$ cat src/rtl/sys_array_pkg.sv
// Types shared by the tile sequencer, the loader and the accumulator.
package sys_array_pkg;

   localparam int DESC_DIM_WIDTH = 16;
   localparam int DESC_LEN_WIDTH = 3;

   typedef enum logic [2:0] {
      IDLE   = 3'd0,
      FETCH  = 3'd1,
      LOAD   = 3'd2,
      STREAM = 3'd3,
      DRAIN  = 3'd4,
      DONE   = 3'd5
   } tiler_state_t;

   typedef struct packed {
      logic [DESC_DIM_WIDTH-1:0] m0;
      logic [DESC_DIM_WIDTH-1:0] k0;
      logic [DESC_DIM_WIDTH-1:0] n0;
      logic [DESC_LEN_WIDTH-1:0] m_len;
      logic [DESC_LEN_WIDTH-1:0] k_len;
      logic [DESC_LEN_WIDTH-1:0] n_len;
      logic                      acc_first;
      logic                      acc_last;
   } tile_desc_t;

   function automatic int unsigned clamp_len(input int unsigned tile, input int unsigned remain);
      return (remain < tile) ? remain : tile;
   endfunction

endpackage

$ cat src/rtl/sys_array_tiler_if.sv
// Tile descriptor / fetch handshake and array stream-capture control bundle.
interface sys_array_tiler_if #(
   parameter int DIM_WIDTH = 16,
   parameter int TILE_W    = 4,
   parameter int TILE_L    = 4,
   parameter int TILE_A_L  = 4
);
   localparam int M_LEN_W = $clog2(TILE_W + 1);
   localparam int K_LEN_W = $clog2(TILE_L + 1);
   localparam int N_LEN_W = $clog2(TILE_A_L + 1);
   localparam int IDX_W   = (TILE_A_L > 1) ? $clog2(TILE_A_L) : 1;

   logic                 fetch_req;
   logic                 fetch_ack;
   logic [DIM_WIDTH-1:0] tile_m0;
   logic [DIM_WIDTH-1:0] tile_k0;
   logic [DIM_WIDTH-1:0] tile_n0;
   logic [M_LEN_W-1:0]   tile_m_len;
   logic [K_LEN_W-1:0]   tile_k_len;
   logic [N_LEN_W-1:0]   tile_n_len;
   logic                 acc_first;
   logic                 acc_last;
   logic                 w_load;
   logic                 b_col_valid;
   logic [IDX_W-1:0]     b_col_idx;
   logic                 o_valid;
   logic [IDX_W-1:0]     o_col_idx;

   modport master (
      output fetch_req, tile_m0, tile_k0, tile_n0, tile_m_len, tile_k_len, tile_n_len,
             acc_first, acc_last, w_load, b_col_valid, b_col_idx, o_valid, o_col_idx,
      input  fetch_ack
   );

   modport slave (
      input  fetch_req, tile_m0, tile_k0, tile_n0, tile_m_len, tile_k_len, tile_n_len,
             acc_first, acc_last, w_load, b_col_valid, b_col_idx, o_valid, o_col_idx,
      output fetch_ack
   );

endinterface

$ cat src/rtl/sys_array_tile_cnt.sv
// One loop level of the tile nest: latched dimension, origin, clamped extent and wrap flag.
module sys_array_tile_cnt
   import sys_array_pkg::*;
#(
   parameter int TILE      = 4,
   parameter int DIM_WIDTH = 16,
   parameter int LEN_WIDTH = $clog2(TILE + 1)
) (
   input  logic                 clk,
   input  logic                 reset_n,
   input  logic                 en,
   input  logic                 load,
   input  logic [DIM_WIDTH-1:0] dim_in,
   input  logic                 adv_in,
   output logic [DIM_WIDTH-1:0] origin,
   output logic [LEN_WIDTH-1:0] len,
   output logic                 wrap
);
   logic [DIM_WIDTH-1:0] dim_q;
   logic [DIM_WIDTH:0]   next_origin;
   logic [DIM_WIDTH:0]   remain;

   // One extra bit keeps origin+TILE from wrapping when dim sits near the top of the range.
   assign next_origin = {1'b0, origin} + (DIM_WIDTH + 1)'(TILE);
   assign remain      = {1'b0, dim_q} - {1'b0, origin};
   assign wrap        = (next_origin >= {1'b0, dim_q});
   assign len         = LEN_WIDTH'(clamp_len(32'(TILE), 32'(remain)));

   always_ff @(posedge clk or negedge reset_n) begin
      if (!reset_n) begin
         dim_q  <= '0;
         origin <= '0;
      end else if (en) begin
         if (load) begin
            dim_q  <= dim_in;
            origin <= '0;
         end else if (adv_in) begin
            origin <= wrap ? '0 : next_origin[DIM_WIDTH-1:0];
         end
      end
   end

endmodule

$ cat src/rtl/sys_array_tiler.sv
// Tile sequencer for the weight-stationary systolic array (m outer, n middle, k inner).
// Optional perf counters are built when SYS_ARRAY_TILER_PERF_EN is defined.
module sys_array_tiler
   import sys_array_pkg::*;
#(
   parameter int DATA_WIDTH = 8,
   parameter int TILE_W     = 4,
   parameter int TILE_L     = 4,
   parameter int TILE_A_L   = 4,
   parameter int DIM_WIDTH  = 16,
   parameter int ARRAY_LAT  = TILE_W + TILE_L
) (
   input  logic                 clk,
   input  logic                 reset_n,
   input  logic                 en,
   input  logic                 start,
   input  logic [DIM_WIDTH-1:0] dim_m,
   input  logic [DIM_WIDTH-1:0] dim_k,
   input  logic [DIM_WIDTH-1:0] dim_n,
   output logic                 busy,
   output logic                 done,
`ifdef SYS_ARRAY_TILER_PERF_EN
   output logic [31:0]          perf_cycles,
   output logic [31:0]          perf_stall,
`endif
   sys_array_tiler_if.master    bus
);
   localparam int M_LEN_W = $clog2(TILE_W + 1);
   localparam int K_LEN_W = $clog2(TILE_L + 1);
   localparam int N_LEN_W = $clog2(TILE_A_L + 1);
   localparam int IDX_W   = (TILE_A_L > 1) ? $clog2(TILE_A_L) : 1;

   localparam logic [2:0] S_IDLE   = IDLE;
   localparam logic [2:0] S_FETCH  = FETCH;
   localparam logic [2:0] S_LOAD   = LOAD;
   localparam logic [2:0] S_STREAM = STREAM;
   localparam logic [2:0] S_DRAIN  = DRAIN;
   localparam logic [2:0] S_DONE   = DONE;

   if (DATA_WIDTH < 1 || ARRAY_LAT < 2) begin : g_cfg_check
      $error("sys_array_tiler: DATA_WIDTH must be >= 1 and ARRAY_LAT >= 2");
   end

   logic [2:0]           state;
   logic [IDX_W-1:0]     col_cnt;
   logic [ARRAY_LAT-1:0] dl_valid;
   logic [IDX_W-1:0]     dl_idx [ARRAY_LAT];

   logic [DIM_WIDTH-1:0] m0, k0, n0;
   logic [M_LEN_W-1:0]   m_len;
   logic [K_LEN_W-1:0]   k_len;
   logic [N_LEN_W-1:0]   n_len;
   logic                 wrap_m, wrap_k, wrap_n;

   logic accept, any_zero, in_tile, last_col, drain_exit, last_tile;
   logic adv_k, adv_n, adv_m;

   assign accept     = (state == S_IDLE) && start;
   assign any_zero   = (dim_m == '0) || (dim_k == '0) || (dim_n == '0);
   assign in_tile    = (state == S_FETCH) || (state == S_LOAD) ||
                       (state == S_STREAM) || (state == S_DRAIN);
   assign last_col   = ((N_LEN_W'(col_cnt) + N_LEN_W'(1)) == n_len);
   assign last_tile  = wrap_k && wrap_n && wrap_m;
   // Only this tile's beats can be in flight during DRAIN, so an empty tail marks the final capture.
   assign drain_exit = (state == S_DRAIN) && dl_valid[ARRAY_LAT-1] && (dl_valid[ARRAY_LAT-2:0] == '0);
   assign adv_k      = drain_exit && !last_tile;
   assign adv_n      = adv_k && wrap_k;
   assign adv_m      = adv_n && wrap_n;

   sys_array_tile_cnt #(.TILE(TILE_W), .DIM_WIDTH(DIM_WIDTH), .LEN_WIDTH(M_LEN_W)) u_cnt_m (
      .clk(clk), .reset_n(reset_n), .en(en), .load(accept), .dim_in(dim_m),
      .adv_in(adv_m), .origin(m0), .len(m_len), .wrap(wrap_m)
   );

   sys_array_tile_cnt #(.TILE(TILE_L), .DIM_WIDTH(DIM_WIDTH), .LEN_WIDTH(K_LEN_W)) u_cnt_k (
      .clk(clk), .reset_n(reset_n), .en(en), .load(accept), .dim_in(dim_k),
      .adv_in(adv_k), .origin(k0), .len(k_len), .wrap(wrap_k)
   );

   sys_array_tile_cnt #(.TILE(TILE_A_L), .DIM_WIDTH(DIM_WIDTH), .LEN_WIDTH(N_LEN_W)) u_cnt_n (
      .clk(clk), .reset_n(reset_n), .en(en), .load(accept), .dim_in(dim_n),
      .adv_in(adv_n), .origin(n0), .len(n_len), .wrap(wrap_n)
   );

   always_ff @(posedge clk or negedge reset_n) begin
      if (!reset_n) begin
         state   <= S_IDLE;
         col_cnt <= '0;
      end else if (en) begin
         case (state)
            S_IDLE:   if (start) state <= any_zero ? S_DONE : S_FETCH;
            S_FETCH:  if (bus.fetch_ack) state <= S_LOAD;
            S_LOAD: begin
               state   <= S_STREAM;
               col_cnt <= '0;
            end
            S_STREAM: begin
               if (last_col) begin
                  state   <= S_DRAIN;
                  col_cnt <= '0;
               end else begin
                  col_cnt <= col_cnt + IDX_W'(1);
               end
            end
            S_DRAIN:  if (drain_exit) state <= last_tile ? S_DONE : S_FETCH;
            S_DONE:   state <= S_IDLE;
            default:  state <= S_IDLE;
         endcase
      end
   end

   // Stand-in for the array pipeline: each stream beat reappears as a capture beat ARRAY_LAT cycles on.
   always_ff @(posedge clk or negedge reset_n) begin
      if (!reset_n) begin
         dl_valid <= '0;
         for (int i = 0; i < ARRAY_LAT; i++) dl_idx[i] <= '0;
      end else if (en) begin
         dl_valid  <= {dl_valid[ARRAY_LAT-2:0], bus.b_col_valid};
         dl_idx[0] <= bus.b_col_valid ? col_cnt : '0;
         for (int i = 1; i < ARRAY_LAT; i++) dl_idx[i] <= dl_idx[i-1];
      end
   end

   assign busy            = in_tile;
   assign done            = (state == S_DONE);
   assign bus.fetch_req   = (state == S_FETCH);
   assign bus.w_load      = (state == S_LOAD);
   assign bus.b_col_valid = (state == S_STREAM);
   assign bus.b_col_idx   = col_cnt;
   assign bus.o_valid     = dl_valid[ARRAY_LAT-1];
   assign bus.o_col_idx   = dl_idx[ARRAY_LAT-1];
   assign bus.tile_m0     = m0;
   assign bus.tile_k0     = k0;
   assign bus.tile_n0     = n0;
   assign bus.tile_m_len  = m_len;
   assign bus.tile_k_len  = k_len;
   assign bus.tile_n_len  = n_len;
   assign bus.acc_first   = in_tile && (k0 == '0);
   assign bus.acc_last    = in_tile && wrap_k;

`ifdef SYS_ARRAY_TILER_PERF_EN
   // Saturating counters, cleared by each accepted start.
   always_ff @(posedge clk or negedge reset_n) begin
      if (!reset_n) begin
         perf_cycles <= '0;
         perf_stall  <= '0;
      end else if (en) begin
         if (accept) begin
            perf_cycles <= '0;
            perf_stall  <= '0;
         end else begin
            if (in_tile && (perf_cycles != '1)) perf_cycles <= perf_cycles + 32'd1;
            if ((state == S_FETCH) && !bus.fetch_ack && (perf_stall != '1)) perf_stall <= perf_stall + 32'd1;
         end
      end
   end
`endif

endmodule
$ cat src/flat_wrapper.sv
// flat-port wrapper written by rule: the top's interface ports become plain ports
module sys_array_tiler_flat import sys_array_pkg::*;
#(
   parameter int DATA_WIDTH = 8,
   parameter int TILE_W     = 4,
   parameter int TILE_L     = 4,
   parameter int TILE_A_L   = 4,
   parameter int DIM_WIDTH  = 16,
   parameter int ARRAY_LAT  = TILE_W + TILE_L
)
  (clk, reset_n, en, start, dim_m, dim_k, dim_n, busy, done, bus_fetch_req, bus_tile_m0, bus_tile_k0, bus_tile_n0, bus_tile_m_len, bus_tile_k_len, bus_tile_n_len, bus_acc_first, bus_acc_last, bus_w_load, bus_b_col_valid, bus_b_col_idx, bus_o_valid, bus_o_col_idx, bus_fetch_ack);
  sys_array_tiler_if #(.DIM_WIDTH(DIM_WIDTH), .TILE_W(TILE_W), .TILE_L(TILE_L), .TILE_A_L(TILE_A_L)) bus_i ();
  input  logic clk;
  input  logic reset_n;
  input  logic en;
  input  logic start;
  input  logic [DIM_WIDTH-1:0] dim_m;
  input  logic [DIM_WIDTH-1:0] dim_k;
  input  logic [DIM_WIDTH-1:0] dim_n;
  output logic busy;
  output logic done;
  output wire logic [$bits(bus_i.fetch_req)-1:0] bus_fetch_req;
  output wire logic [$bits(bus_i.tile_m0)-1:0] bus_tile_m0;
  output wire logic [$bits(bus_i.tile_k0)-1:0] bus_tile_k0;
  output wire logic [$bits(bus_i.tile_n0)-1:0] bus_tile_n0;
  output wire logic [$bits(bus_i.tile_m_len)-1:0] bus_tile_m_len;
  output wire logic [$bits(bus_i.tile_k_len)-1:0] bus_tile_k_len;
  output wire logic [$bits(bus_i.tile_n_len)-1:0] bus_tile_n_len;
  output wire logic [$bits(bus_i.acc_first)-1:0] bus_acc_first;
  output wire logic [$bits(bus_i.acc_last)-1:0] bus_acc_last;
  output wire logic [$bits(bus_i.w_load)-1:0] bus_w_load;
  output wire logic [$bits(bus_i.b_col_valid)-1:0] bus_b_col_valid;
  output wire logic [$bits(bus_i.b_col_idx)-1:0] bus_b_col_idx;
  output wire logic [$bits(bus_i.o_valid)-1:0] bus_o_valid;
  output wire logic [$bits(bus_i.o_col_idx)-1:0] bus_o_col_idx;
  input wire logic [$bits(bus_i.fetch_ack)-1:0] bus_fetch_ack;
  assign bus_fetch_req = bus_i.fetch_req;
  assign bus_tile_m0 = bus_i.tile_m0;
  assign bus_tile_k0 = bus_i.tile_k0;
  assign bus_tile_n0 = bus_i.tile_n0;
  assign bus_tile_m_len = bus_i.tile_m_len;
  assign bus_tile_k_len = bus_i.tile_k_len;
  assign bus_tile_n_len = bus_i.tile_n_len;
  assign bus_acc_first = bus_i.acc_first;
  assign bus_acc_last = bus_i.acc_last;
  assign bus_w_load = bus_i.w_load;
  assign bus_b_col_valid = bus_i.b_col_valid;
  assign bus_b_col_idx = bus_i.b_col_idx;
  assign bus_o_valid = bus_i.o_valid;
  assign bus_o_col_idx = bus_i.o_col_idx;
  assign bus_i.fetch_ack = bus_fetch_ack;
  sys_array_tiler #(.DATA_WIDTH(DATA_WIDTH), .TILE_W(TILE_W), .TILE_L(TILE_L), .TILE_A_L(TILE_A_L), .DIM_WIDTH(DIM_WIDTH), .ARRAY_LAT(ARRAY_LAT)) u_core (.clk(clk), .reset_n(reset_n), .en(en), .start(start), .dim_m(dim_m), .dim_k(dim_k), .dim_n(dim_n), .busy(busy), .done(done), .bus(bus_i));
endmodule
$ cat config.mk
export PLATFORM = sky130hd
export DESIGN_NAME = sys_array_tiler_flat
export DESIGN_NICKNAME = d
export VERILOG_FILES = /design/src/rtl/sys_array_pkg.sv /design/src/rtl/sys_array_tiler_if.sv /design/src/rtl/sys_array_tile_cnt.sv /design/src/rtl/sys_array_tiler.sv /design/src/flat_wrapper.sv
export SDC_FILE = /design/constraint.sdc
export NUM_CORES = 1
export LEC_CHECK = 0
export CORE_MARGIN = 4
export CORE_UTILIZATION = 53
export CTS_CLUSTER_DIAMETER = 150
export DETAILED_ROUTE_END_ITERATION = 10
export GPL_TIMING_DRIVEN = 0
export PLACE_DENSITY = 0.77
export SYNTH_ARGS = -nofsm -noshare
export SYNTH_HDL_FRONTEND = slang
export SYNTH_SLANG_ARGS = --single-unit
$ cat constraint.sdc
create_clock -name clk -period 4.1 [get_ports clk]
set_input_delay 0.41 -clock clk [delete_from_list [all_inputs] [get_ports clk]]
set_output_delay 0.41 -clock clk [all_outputs]
set_load 0.03 [all_outputs]
==> results of run 1 <==
state kept, by name, indices dropped and copies added, names as in the netlist:
name,count
u_core.u_cnt_m.dim_q,16
u_core.u_cnt_n.origin,14
u_core.dl_valid,8
u_core.u_cnt_k.origin,14
u_core.u_cnt_n.dim_q,16
u_core.bus.b_col_idx,2
u_core.state,3
u_core.u_cnt_k.dim_q,16
u_core.dl_idx,14
u_core.bus.o_col_idx,2
u_core.u_cnt_m.origin,14
cell type report:
class                      instances  area (um2)  area share
multi-input combinational        775        5910       0.503
sequential                       119        3000       0.256
timing repair buffer             134        1290       0.110
clock buffer                      18         439      0.0374
inverter                         111         419      0.0357
tap                              225         282      0.0240
buffer                            39         216      0.0184
clock inverter                    14         174      0.0148
power groups by stage:
stage	registers [uW]	logic [uW]	clock network, uW
floorplan	1730	2710	0
global placement	1820	3390	0
detailed placement	1840	3480	0
CTS	1820	3570	1570
global route	1860	4140	1620
finish	1830	3730	1550
metal layers:
| layer | GRT usage | part of all wire | up-vias |
|---|---|---|---|
| li1 | - | - | 4028 |
| met1 | 0.315 | 0.43 | 4010 |
| met2 | 0.417 | 0.48 | 271 |
| met3 | 0.0495 | 0.059 | 45 |
| met4 | 0.0948 | 0.027 | 0 |
| met5 | 0 | 0 | - |
cell families (layout without fill, tap and decap cells):
family          count (synthesis)  in the layout  synth area share
mux                            77             77            0.0934
other cells                     2             12          0.000812
simple gates                  310            310             0.176
buf+inv                       153            316            0.0688
xor+xnor                       52             52            0.0492
flops                         119            119             0.322
compound gates                229            229             0.161
fa+ha+maj                      95             95             0.128
worst max-delay path by stage:
stage / startpoint / end / slack (ns) / cells past startpoint
CTS: u_core.u_cnt_n.origin[6] / bus_tile_n_len[2] / 0.004 / 12
floorplan: u_core.u_cnt_m.origin[2] / bus_tile_m_len[0] / 0.07 / 11
finish: u_core.u_cnt_m.dim_q[2] / bus_tile_m_len[0] / 0.08 / 12
detailed placement: u_core.u_cnt_n.origin[5] / u_core.u_cnt_n.origin[7] / -0.73 / 12
global placement: reset_n / u_core.u_cnt_n.origin[2] / -2.16 / 1
global route: u_core.u_cnt_n.origin[4] / u_core.u_cnt_n.origin[7] / -0.1 / 13
what timing repair did:
item,in CTS,in global routing
gates resized for setup,60,62
hold buffers,1,0
pin swaps,3,5
setup buffers,5,13
setup endpoints to repair,51,45
endpoints found under the hold margin,16,0
cells in the final DEF, fill, tap and decap left out, drive strengths merged, types with 8 or more instances in the layout:
cell / instances
o211ai: 8
dfrtp: 119
buf: 47
and2: 10
a21o: 19
xor2: 11
clkdlybuf4s50: 103
o21ai: 75
nor4: 27
and3: 8
nor3: 19
nand4: 14
mux2: 72
a211oi: 8
o21a: 10
clkbuf: 35
nor2: 63
conb: 12
ha: 95
nand2: 58
nand2b: 22
inv: 114
a21oi: 40
xnor2: 41
nand3: 51
worst max-delay path: cells and delay by family (launching register included):
kind,cells,cell delay [ns]
compound gates,6,1.28
fa+ha+maj,1,0.33
buf+inv,2,0.38
flops,1,0.39
simple gates,3,0.80
metrics by stage:
stage	total power, uW	hold slack, ns	worst slack (ns)	setup TNS [ns]	cells
after floorplan	4440	0.114	0.0738	0	1047
after global placement	5210	0.484	-2.16	-275.77	1386
after detailed placement	5320	0.427	-0.727	-20.90	1387
after CTS	6960	0.504	0.00410	0	1424
after global routing	7620	0.520	-0.0970	-0.593	1435
final	7110	0.500	0.0810	0	1435
==> reports/metrics.csv, run 1 <==
stage,metric,value,unit
run_status,status,completed,
setup_path,FF-to-FF path depth,13,
routing,Remaining DRCs,0,
synth,syn avg cell area,8.92,um2
timing,final hold violation count,0,
timing,Rel. slew slack,0.387,
grt,number of global-route vias before repair,8142,
pwr,peak supply drop,0.406,mV
pwr,internal power,4200,uW
routing,final antenna-violating net count,0,
placed_design,IO buf count,114,
pwr,switching pwr,2910,uW
setup_path,Critical Path End Type,primary output,
routing,via count,8354,
routing,WL final,24.9,mm
final_layout,layout cells sized above 1,0.183,
synth,Post-Syn Area,9250,um2
setup_path,worst r2r dst,u_core.u_cnt_n.origin[7],
final_layout,Area Overhead vs Synth,26.8,%
die,Chip Height,140,um
synth,Yosys cell types,82,
setup_path,Crit path arrival time,3.61,ns
setup_path,flop2flop setup slack,0.10,ns
die,die area,19600,um2
routing,routed len/inst,17.3,um
final_layout,Final #Nets,1345,
clock_network,Clock Sinks,119,
timing,count of pins over their slew limit,0,
die,row cnt,48,
synth,Synth top cells by count,"dfrtp_1, inv_1, ha_1",
setup_path,crit path cell chain,"inv_1, ha_1, nand2b_1, a21o_1, a21oi_2, o21ai_1, a2111oi_4, o21ai_0, o21ba_2, or4_1, nor3b_1, clkdlybuf4s15_2",
routing,initial DRC count,585,
clock_network,CTS root buf,clkbuf_16,
setup_path,slowest CP cell,or4_1,
worst_hold_path,Hold Crit Depth,1,
synth,Yosys Warn Count,0,
timing,f_max,249,MHz
setup_path,Worst setup SP type,flop,
placed_design,Final Wtd Congestion,0.913,
worst_hold_path,worst hold path class,flop to flop,
clock_network,CTS Buf Count,17,
synth,register area share after synthesis,0.322,
pwr,leak pwr,0.00519,uW
timing,Setup-failing EPs final,0,
pwr,clock share of power,0.217,
routing,drt first pass iters,5,
pwr,Sw Share,0.409,
clock_network,CTS tree,built,
die,Top Ports,122,
grt,Tot GR Track Use,0.248,
clock_network,# H-tree levels,4,
synth,Post-synth EDFFs,0,
grt,antenna violations before repair,0,
final_layout,post-layout util,0.683,
worst_hold_path,min-delay src,u_core.dl_idx[15],
synth,Yosys top cell area share,0.322,
timing,slew at the pin closest to its max-slew limit,0.920,ns
synth,Mapped Cells,1037,
timing,skew final,0.00890,ns
pwr,register share of total power,0.258,
clock_network,"CTS clk-pin slew, worst paths",0.06,ns
synth,top post-synthesis cells by area,"dfrtp_1, ha_1, mux2_2, inv_1, o21ai_0",
final_layout,number of diodes,0,
synth,Synth Flop Type,dfrtp_1,
setup_path,CP required,3.69,ns
timing,Final min period,4.02,ns
timing,final period utilization,0.980,
grt,GRT overflow,0,
synth,asr flop ratio synth,1.00,
pwr,Power Density,606,nW/um2
setup_path,Setup CP Type,flop to primary output,
grt,first-pass GRT wire length,39.9,mm
die,Initial Utilization,0.539,
placed_design,dpl cell area,10700,um2
die,Placeable Area,17200,um2
synth,cell type with the highest aggregate area in the netlist,dfrtp_1,
clock_network,Clock Latency Late Sink,0.42,ns
setup_path,Crit Reg-Reg Startpoint,u_core.u_cnt_n.origin[4],
pwr,Combinational Power Share,0.525,
clock_network,clk buf depth,2,
job,MaxCap Viol Count,0,
placed_design,dpl hpwl,18.5,mm
setup_path,Crit Path Max Fanout,5,
routing,Vias per Instance,5.82,
final_layout,fillers,1396,
final_layout,cell area after layout,11700,um2
worst_hold_path,worst hold path endpoint,u_core.dl_idx[13],
grt,pin count of the biggest net entering global routing,61,
synth,most frequent cell after synthesis,dfrtp_1,
setup_path,Max stage delay on crit path,0.52,ns
die,die span in x,140,um
synth,#FFs+latches synth,119,
Power figures use the tool's default switching activity.
==> inputs of run 2 (changes only) <==
GPL_ROUTABILITY_DRIVEN = 1   (was not set)
==> results of run 2 <==
Final layout, timing and power as in run 1 (identical DEF).
==> inputs of run 3 (changes only) <==
clock period = 4.55 ns   (was 4.1 ns; I/O delays follow)
==> run 3 against run 2 <==
Against the previous run:
- sequential power shrank 9.8%
- worst setup slack gained 0.067 ns
- cell count shrank 1.2%
- hold slack lost 0.49 ns
- utilization shrank 1.8 points
- highest routed layer unchanged
- non-clock buffer count shrank 17
- critical path type unchanged
- routed wire length shrank 3.9%
- via count shrank 1.7%
- final area shrank 2.6%
- register-to-register slack gained 0.20 ns
- die area is the same
==> reports/metrics.csv, run 3 (synthesis results as in run 1) <==
stage,metric,value,unit,change
setup_path,Crit Path Max Fanout,7,,+2
routing,drt first pass iters,5,,unchanged
setup_path,slowest CP cell,or4_1,,
clock_network,setup bufs post-CTS,0,,-5
timing,final hold violation count,0,,unchanged
clock_network,CTS Buf Count,17,,unchanged
die,die span in x,140,um,unchanged
timing,count of pins over their slew limit,0,,unchanged
setup_path,Crit path arrival time,3.95,ns,+0.34 ns
grt,GRT overflow,0,,unchanged
clock_network,Clock Sinks,119,,unchanged
final_layout,Final Instance Count excl. Fillers,1418,,-1.2%
clock_network,CTS tree,built,,
die,Chip Height,140,um,unchanged
setup_path,CP required,4.09,ns,+0.40 ns
placed_design,dpl hpwl,18.5,mm,unchanged
setup_path,Crit Reg-Reg Startpoint,u_core.u_cnt_k.origin[8],,
pwr,Power Density,547,nW/um2,-9.7%
die,die area,19600,um2,unchanged
die,Placeable Area,17200,um2,unchanged
routing,routed len/inst,16.9,um,-2.8%
timing,Rel. slew slack,0.398,,+0.0108
timing,skew final,0.00777,ns,-0.00114 ns
run_status,status,completed,,
placed_design,IO buf count,114,,unchanged
final_layout,"commonest non-fill, non-tap cell in the layout",dfrtp_1,,
setup_path,Critical Path End Type,primary output,,
final_layout,biggest regs,"u_core.u_cnt_k.dim_q (16), u_core.u_cnt_m.dim_q (16), u_core.u_cnt_n.dim_q (16)",,
setup_path,Most common cell on crit path,o21ai_0,,
setup_path,worst r2r dst,u_core.u_cnt_k.origin[8],,
timing,final period utilization,0.967,,
setup_path,Setup CP Type,flop to primary output,,
routing,final antenna-violating net count,0,,unchanged
final_layout,Area Overhead vs Synth,23.5,%,
job,MaxCap Viol Count,0,,unchanged
routing,initial DRC count,521,,-11%
grt,number of global-route vias before repair,8060,,-1.0%
setup_path,crit path cell chain,"inv_1, ha_1, nand2b_1, a21o_1, a21oi_1, o21ai_0, a2111oi_2, o21ai_0, o21ba_2, or4_1, or2_2, dlygate4sd2_1",,
final_layout,Final #Nets,1328,,-1.3%
final_layout,number of diodes,0,,unchanged
placed_design,DP Cell Count,1387,,unchanged
timing,Setup-failing EPs final,0,,unchanged
clock_network,clk buf depth,2,,unchanged
die,Top Ports,122,,unchanged
worst_hold_path,worst hold path class,input port to asynchronous set/reset pin,,
clock_network,"CTS clk-pin slew, worst paths",0.06,ns,about the same
final_layout,fillers,1445,,+3.5%
setup_path,FF-to-FF path depth,14,,+1
final_layout,most frequent cells in the layout,"dfrtp_1, inv_1, clkdlybuf4s50_1",,
grt,pin count of the biggest net entering global routing,61,,unchanged
setup_path,Max stage delay on crit path,0.52,ns,about the same
timing,Final min period,4.40,ns,
routing,via count,8214,,-1.7%
pwr,peak supply drop,0.358,mV,-12%
setup_path,Worst setup SP type,flop,,
grt,first-pass GRT wire length,39.3,mm,-1.5%
die,Initial Utilization,0.539,,unchanged
pwr,leak pwr,0.00505,uW,-2.7%
timing,setup TNS,0,ns,unchanged
die,row cnt,48,,unchanged
routing,Vias per Instance,5.79,,-0.50%
timing,slew at the pin closest to its max-slew limit,0.904,ns,-0.0163 ns
routing,Remaining DRCs,0,,unchanged
clock_network,Clock Latency Late Sink,0.41,ns,about the same
clock_network,CTS root buf,clkbuf_16,,
grt,antenna violations before repair,0,,unchanged
placed_design,Final Wtd Congestion,0.913,,unchanged
clock_network,# H-tree levels,4,,unchanged
grt,Tot GR Track Use,0.244,,-0.00342
timing,f_max,227,MHz,
final_layout,layout cells sized above 1,0.132,,-0.0510
setup_path,flop2flop setup slack,0.30,ns,+0.20 ns
routing,WL final,23.9,mm,-3.9%
## run 3: area by class of cell
type / count / area, um2 / share of cell area
multi-input cells: 775 / 5760 / 0.504
flip-flops and latches: 119 / 2980 / 0.261
repair buffers: 115 / 1160 / 0.101
clock buffers: 18 / 439 / 0.0384
inverters: 111 / 417 / 0.0365
well taps: 225 / 282 / 0.0246
plain buffers: 41 / 218 / 0.0191
clock inverters: 14 / 174 / 0.0152
## run 3: power breakdown
part           switching, uW  leakage [uW]  internal [uW]
sequential               289       0.00155           1360
clock                    507      0.000301            880
combinational           1750       0.00320           1480
total                   2540       0.00505           3710
## run 3: layer usage
| layer | wire [um] | vias up | track usage | share of wire |
|---|---|---|---|---|
| li1 | - | 3995 | - | - |
| met1 | 10500 | 3908 | 0.310 | 0.44 |
| met2 | 11400 | 275 | 0.416 | 0.48 |
| met3 | 1420 | 36 | 0.0485 | 0.059 |
| met4 | 571 | 0 | 0.0852 | 0.024 |
| met5 | 0 | - | 0 | 0 |
## run 3: worst max path at each step
stage	startpoint	end	slack [ns]
floorplan	u_core.u_cnt_m.origin[2]	bus_tile_m_len[0]	0.48
finish	u_core.u_cnt_m.origin[2]	bus_tile_m_len[2]	0.15
global placement	reset_n	u_core.u_cnt_n.origin[2]	-1.76
detailed placement	u_core.u_cnt_n.origin[5]	u_core.u_cnt_n.origin[7]	-0.28
global route	u_core.u_cnt_k.origin[8]	bus_acc_last	-0.01
CTS	u_core.u_cnt_n.origin[5]	u_core.u_cnt_k.origin[8]	0.01
## run 3: through the flow
stage | area, um2 | setup slack (ns) | total power [uW] | utilization | hold WS [ns]
3_3_place_gp | 10700 | -1.76 | 4700 | 0.624 | 0.484
2_1_floorplan | 9290 | 0.479 | 4000 | - | 0.159
4_1_cts | 11400 | 0.00989 | 6240 | 0.662 | 0.0276
5_1_grt | 11400 | -0.0118 | 6720 | 0.665 | 0.0592
3_5_place_dp | 10700 | -0.277 | 4790 | 0.625 | 0.472
6_report | 11400 | 0.148 | 6260 | 0.665 | 0.0137
## run 3: critical path: cells and delay by family (launching register included)
kind / cells / cell delay, ns
AOI/OAI and AO/OA: 6 / 1.41
adders and majority gates: 1 / 0.35
buffers and inverters: 2 / 0.45
DFF: 1 / 0.44
and+or+nand+nor: 3 / 0.89
## run 3: repair_timing
action | 4_1_cts | 5_1_grt
gates resized for setup | 12 | 23
setup endpoints to repair | 33 | 39
pin swaps | 0 | 2
hold buffers | 0 | 0
